`src/rtl/id_ex_reg.sv`:
```
// id_ex_reg: ID/EX pipeline register with valid/ready handshake, flush and bubble gating.
// Operand forwarding from EX/MEM and MEM/WB is compiled in only when ID_EX_FORWARD_EN is defined.
module id_ex_reg (
    input  logic        clk,
    input  logic        reset_n,
    input  logic        in_valid,
    output logic        in_ready,
    input  logic [4:0]  in_rs,
    input  logic [4:0]  in_rt,
    input  logic [4:0]  in_rd,
    input  logic [31:0] in_reg1,
    input  logic [31:0] in_reg2,
    input  logic [31:0] in_imm,
    input  logic        in_aluSrc,
    input  logic [3:0]  in_aluCtr,
    input  logic        in_regWrite,
    input  logic        in_memRead,
    input  logic        in_memWrite,
    input  logic        in_memToReg,
    input  logic        in_branch,
    output logic        out_valid,
    input  logic        out_ready,
    output logic [31:0] input1,
    output logic [31:0] input2,
    output logic [3:0]  aluCtr,
    output logic [31:0] out_storeData,
    output logic [4:0]  out_rd,
    output logic        out_regWrite,
    output logic        out_memRead,
    output logic        out_memWrite,
    output logic        out_memToReg,
    output logic        out_branch,
    input  logic        flush,
    input  logic        exmem_regWrite,
    input  logic [4:0]  exmem_rd,
    input  logic [31:0] exmem_result,
    input  logic        memwb_regWrite,
    input  logic [4:0]  memwb_rd,
    input  logic [31:0] memwb_result
);
    typedef struct packed {
        logic [4:0]  rs;
        logic [4:0]  rt;
        logic [4:0]  rd;
        logic [31:0] reg1;
        logic [31:0] reg2;
        logic [31:0] imm;
        logic        alu_src;
        logic [3:0]  alu_ctr;
        logic        reg_write;
        logic        mem_read;
        logic        mem_write;
        logic        mem_to_reg;
        logic        branch;
    } entry_t;

    entry_t      ent_q, ent_d, ent_in;
    logic        valid_q, valid_d;
    logic        capture;
    logic [31:0] op_a, op_b;

    assign ent_in = '{in_rs, in_rt, in_rd, in_reg1, in_reg2, in_imm, in_aluSrc, in_aluCtr,
                      in_regWrite, in_memRead, in_memWrite, in_memToReg, in_branch};
    assign in_ready = !valid_q || out_ready;
    assign capture  = in_valid && in_ready && !flush;

    always_comb begin
        valid_d = flush ? 1'b0 : capture ? 1'b1 : out_ready ? 1'b0 : valid_q;
        ent_d   = capture ? ent_in : ent_q;
    end

    always_ff @(posedge clk or negedge reset_n) begin
        if (!reset_n) begin
            valid_q <= 1'b0;
            ent_q   <= '0;
        end else begin
            valid_q <= valid_d;
            ent_q   <= ent_d;
        end
    end

`ifdef ID_EX_FORWARD_EN
    // EX/MEM is the younger producer, so it wins over MEM/WB; r0 is never forwarded
    always_comb begin
        op_a = (exmem_regWrite && exmem_rd != 5'd0 && exmem_rd == ent_q.rs) ? exmem_result :
               (memwb_regWrite && memwb_rd != 5'd0 && memwb_rd == ent_q.rs) ? memwb_result : ent_q.reg1;
        op_b = (exmem_regWrite && exmem_rd != 5'd0 && exmem_rd == ent_q.rt) ? exmem_result :
               (memwb_regWrite && memwb_rd != 5'd0 && memwb_rd == ent_q.rt) ? memwb_result : ent_q.reg2;
    end
`else
    logic unused_fwd;
    assign unused_fwd = ^{exmem_regWrite, exmem_rd, exmem_result, memwb_regWrite, memwb_rd,
                          memwb_result, ent_q.rs, ent_q.rt};
    assign op_a = ent_q.reg1;
    assign op_b = ent_q.reg2;
`endif

    assign out_valid     = valid_q;
    assign input1        = op_a;
    assign input2        = ent_q.alu_src ? ent_q.imm : op_b;
    assign out_storeData = op_b;
    assign aluCtr        = ent_q.alu_ctr;
    assign out_rd        = ent_q.rd;
    // bubbles must never write state or redirect fetch
    assign out_regWrite  = valid_q && ent_q.reg_write;
    assign out_memRead   = valid_q && ent_q.mem_read;
    assign out_memWrite  = valid_q && ent_q.mem_write;
    assign out_branch    = valid_q && ent_q.branch;
    assign out_memToReg  = ent_q.mem_to_reg;
endmodule

```
`config.mk`:
```
export PLATFORM = sky130hd
export DESIGN_NAME = id_ex_reg
export DESIGN_NICKNAME = d
export VERILOG_FILES = /design/src/rtl/id_ex_reg.sv
export SDC_FILE = /design/constraint.sdc
export NUM_CORES = 1
export LEC_CHECK = 0
export BUFFER_PORTS_ARGS = -buffer_cell sky130_fd_sc_hd__buf_4
export CORE_AREA = 2 2 122 124
export CTS_CLUSTER_DIAMETER = 100
export DETAILED_ROUTE_END_ITERATION = 16
export DIE_AREA = 0 0 124 126
export PLACE_DENSITY = 0.69
export SYNTH_ARGS = -nofsm -noshare
export SYNTH_HDL_FRONTEND = slang
export SYNTH_SLANG_ARGS = --single-unit
```
`constraint.sdc`:
```
create_clock -name clk -period 4.8 [get_ports clk]
set_input_delay 0.96 -clock clk [delete_from_list [all_inputs] [get_ports clk]]
set_output_delay 0.96 -clock clk [all_outputs]
set_load 0.01 [all_outputs]
```
# After elaboration in Yosys (flattened, before gate mapping)
# Index checks and enable logic that the tools add are counted.
dict set report word_totals {
  register_bits 112
  output_inout_bits 112
}
dict set report op_classes {
  mux 4
  n_reduce_logical 10
}
# cell n
set op_table {}
lappend op_table {{$mux W32} 1}
lappend op_table {{$logic_and A1 B1 Y1} 6}
lappend op_table {{$mux W1} 3}
lappend op_table {{$reduce_bool A3 Y1} 1}
lappend op_table {{$logic_not A1 Y1} 2}
lappend op_table {{$logic_or A1 B1 Y1} 1}

# Longest topological paths before layout
dict set report logic_depth {
  ltp_word 6
  mapped_depth 5
  mapped_depth_nobuf 3
}

# Worst setup path before layout
# Ideal clock, no wire load.
dict set report synth_path {
  path_type {input to output}
  from {input port out_ready}
  to {output port in_ready}
  t_arrival_ps 1142
  required_ps 3840
  setup_slack_ps 2698
  stages 2
  n_path_buf 0
  cell_sequence {nor2b_4 > inv_1}
}
dict set report synth_via {
  elab_chain_len 1
}
# element line_no
set synth_rtl {}
lappend synth_rtl {{start: declaration} 22} ;# input logic out_ready,
lappend synth_rtl {{$logic_or A1 B1 Y1} 64} ;# assign in_ready = !valid_q || out_ready;
lappend synth_rtl {{end: declaration} 7} ;# output logic in_ready,
# No other way between the ends.

# Worst setup path after layout
dict set report layout_path {
  from {register ent_q[9] in the netlist's numbering}
  to {output port input2[11]}
}
dict set report layout_via {
  elab_chain_len 1
}
# element line_no
set layout_rtl {}
lappend layout_rtl {{start: declaration} 57} ;# entry_t ent_q, ent_d, ent_in;
lappend layout_rtl {{start signal: assignment} 78} ;# ent_q <= ent_d;
lappend layout_rtl {{$mux W32} 100} ;# assign input2 = ent_q.alu_src ? ent_q.imm : op_b;
lappend layout_rtl {{end: declaration} 24} ;# output logic [31:0] input2,
# No other way between the ends.

==> out/qor.txt <==
WORST SETUP PATH
--------------------------------------------------------------------------------------
Worst Reg2Reg Path Length in Cells ......................................            4
Category of the worst setup path launch point ...........................         flop
Category of the worst setup path capture point .......................... primary output
Worst flop-to-flop path endpoint ........................................    ent_q[23]
Critical path start-end classification .................................. flop to primary output
Top cell family by delay on the critical path ...........................   flip-flops
Flop2flop setup slack ...................................................      2.94 ns
Master of the slowest instance on the critical path .....................      dfrtp_2
Critical Path Fanout Max ................................................           33
WP data arrival .........................................................      1.83 ns
Crit path cell chain .................................................... mux2_2, buf_4
Sum of buffers and inverters on the critical path .......................            1
Required arrival time at the worst endpoint .............................      3.84 ns
Slowest Stage Delay on Critical Path ....................................      0.90 ns
Reg2Reg Launch Point ....................................................    out_valid

YOSYS
--------------------------------------------------------------------------------------
Portion of the post-synthesis area used by sequential elements ..........       53.91%
Syn Area/Cell ...........................................................   14.73 um^2
Mapped Nets .............................................................          555
Warning count from the yosys run ........................................            0
Cell count after synthesis ..............................................          353
Synth Register Bits .....................................................          112
Distinct cell type count of the synthesized netlist .....................           13
Synthesized cell area ...................................................    5199 um^2

STA
--------------------------------------------------------------------------------------
Slew Viols, Final .......................................................            0
Top achievable clock speed ..............................................   0.3579 GHz
Setup slack of the critical path after layout ...........................     2.006 ns
Post-route setup TNS ....................................................         0 ns
Minimum period implied by the final worst setup slack ...................     2.794 ns
Post-Route Skew .........................................................  0.005951 ns
Max_slew headroom .......................................................       45.40%
Share of the clock period used by the worst path after layout ...........       58.21%
Final hold violation count ..............................................            0
Final setup violation count .............................................            0
Worst-margin pin slew ...................................................    0.8189 ns
Setup repair after global routing missed its margin .....................           no

GLOBAL ROUTING
--------------------------------------------------------------------------------------
Overall track demand over capacity in global routing ....................       14.07%
Global-route wire length before repair ..................................     16880 um
Maximum number of pins on one net before global-route repair ............          112
Antenna violations before repair ........................................            0
Remaining Overflow, GRT .................................................            0
Via count of the first global-routing pass ..............................         3381

CLOCKING
--------------------------------------------------------------------------------------
Number of buffers created by CTS ........................................            9
Number of post-CTS setup repair buffers .................................            0
Number of cells upsized or downsized after cts ..........................            0
Worst-Skew Late Latency .................................................      0.35 ns
TritonCTS clock tree ....................................................        built
Count of clock tree sinks ...............................................          112
H-tree depth reported by CTS ............................................            3
Buffer cell driving the clock tree root .................................    clkbuf_16
Hold buffer count at CTS ................................................            0
Clock slew at the register clock pins of the worst setup and hold paths .      0.07 ns
Buffer levels on the longest clock path .................................            2

PLACEMENT
--------------------------------------------------------------------------------------
Pre-CTS worst setup slack ...............................................     2.347 ns
Sum of net half-perimeters after detailed placement .....................      7896 um
Placer's final routability congestion estimate ..........................       0.7587
Post-DP Area ............................................................    6452 um^2
Port Buffers ............................................................          227

ROUTE
--------------------------------------------------------------------------------------
Post-route antenna net violation count ..................................            0
DRT met1 WL .............................................................      4266 um
Uppermost routed layer ..................................................         met4
Drc violations ..........................................................            0
Final WL ................................................................     10850 um
Detailed-routing iteration count for the pre-antenna-repair pass ........            4
Vias/cell ...............................................................        4.509
Routed met3 length ......................................................      1038 um
Violation count after the first detailed-route iteration ................          100
Wire length on met2 .....................................................      5276 um
Total vias in the final route ...........................................         3129
Average wire per standard cell ..........................................     15.63 um

FINISH
--------------------------------------------------------------------------------------
Number of antenna diodes ................................................            0
Post-route cell area ....................................................    6734 um^2
Fraction of layout cells with a size suffix above 1 .....................       58.63%
Fraction of the core area covered by cells at the end of the flow .......       47.05%
FILL cells ..............................................................         1271
Syn-to-layout area delta ................................................       29.53%
Final Net Count .........................................................          707

POWER AND IR DROP
--------------------------------------------------------------------------------------
Leakage Power ...........................................................     3.168 nW
Internal power consumption ..............................................   0.001947 W
Combinational Power Share ...............................................        27.1%
Design Power ............................................................   0.002659 W
Net Switching ...........................................................  0.0007118 W
Fraction of power spent switching nets ..................................       26.77%
Worst vdd rail ir drop ..................................................    0.1633 mV
Proportion of power drawn by the clock network ..........................        27.4%
Power density over the cells ............................................ 394.9 nW/um^2
Share of total power in sequential cells ................................        45.6%

FLOORPLANNING
--------------------------------------------------------------------------------------
Core Footprint ..........................................................   14310 um^2
Die Y ...................................................................       126 um
Floorplan die width .....................................................       124 um
Boundary pin count ......................................................          314
DIE AREA ................................................................   15620 um^2
Initial core utilization ................................................       36.32%
# rows ..................................................................           44

JOB
--------------------------------------------------------------------------------------
Max-Cap Viols ...........................................................            0

MIN PATH
--------------------------------------------------------------------------------------
Class of the worst hold path ............................................ flop to flop
WHS Endpoint ............................................................    ent_q[17]
Worst hold stages .......................................................            1
Startpoint of the most critical hold path ...............................    ent_q[17]

OUTCOME
--------------------------------------------------------------------------------------
Status .................................................................. finished, final reports clean

[cells by family (layout without fill, tap and decap cells)]
kind of cell,Yosys count,in the layout,share of synthesized area [%]
multiplexers,143,143,30.97
flip-flops,112,112,53.91
buffers and inverters,90,247,13.98
AND/OR/NAND/NOR,8,8,1.131
[registers in the layout (all words and copies together), names as in the netlist]
register / flops
ent_q: 37
input1: 32
out_storeData: 32
out_rd: 5
aluCtr: 4
out_memToReg: 1
out_valid: 1
[cell usage after synthesis]
master | instances | area, um^2
mux2_1 | 90 | 1013
inv_1 | 1 | 3.750
nor3b_2 | 1 | 12.51
buf_4 | 73 | 548.0
nor2_1 | 2 | 7.510
buf_2 | 5 | 25.02
nor2b_4 | 1 | 13.76
and2_1 | 4 | 25.02
dfrtp_1 | 112 | 2803
mux2_2 | 53 | 596.8
clkbuf_1 | 1 | 3.750
buf_6 | 1 | 11.26
buf_8 | 9 | 135.1
[layout make-up]
class,count,area (um^2),share of cell area [%]
Clock buffer,12,236.5,3.512
Clock inverter,4,45.04,0.6689
Inverter,1,3.754,0.05574
Multi-Input combinational cell,151,1675,24.88
Sequential cell,112,2804,41.64
Tap cell,184,230.2,3.419
Timing Repair Buffer,230,1739,25.83
[stage by stage]
step                instances  hold slack, ns
floorplan                 353          0.4522
global placement          678          0.4622
detailed placement        678          0.4708
CTS                       694          0.4890
global route              694          0.4986
finish                    694          0.4820
[layer usage]
layer | vias up | track usage (%)
met3 | 17 | 4.982
li1 | 1441 | -
met4 | 0 | 6.609
met1 | 1539 | 16.45
met2 | 132 | 22.95
met5 | - | 0
[power groups by stage]
stage	clock (W)	sequential [W]	combinational, W
6_report	0.000727	0.00121	0.000719
2_1_floorplan	0	0.00118	0.000502
3_5_place_dp	0	0.00123	0.000732
4_1_cts	0.000763	0.00122	0.000734
5_1_grt	0.000802	0.00124	0.000777
3_3_place_gp	0	0.00122	0.000719
[how the worst max path moves through the flow]
stage | endpoint | start | cells after the start
after detailed placement | input2[15] | ent_q[9] | 2
after global routing | input2[15] | ent_q[9] | 2
after floorplan | in_ready | out_ready | 2
after CTS | input2[15] | ent_q[9] | 2
after global placement | input2[15] | ent_q[9] | 2
final | input2[11] | ent_q[9] | 2
[cells in the final DEF, fill, tap and decap left out, drive strengths merged]
cell | Yosys | layout
clkinv | 0 | 3
dfrtp | 112 | 112
and2 | 4 | 4
buf | 88 | 230
nor2 | 2 | 2
mux2 | 143 | 143
nor2b | 1 | 1
inv | 1 | 1
bufinv | 0 | 1
nor3b | 1 | 1
clkbuf | 1 | 12
[worst reg2reg max path: cells and delay by family (launching register included)]
kind	cells	cell delay (ns)
mux	1	0.47
simple gates	2	0.36
flops	1	0.43
buf+inv	1	0.49
Power figures use the tool's default switching activity.
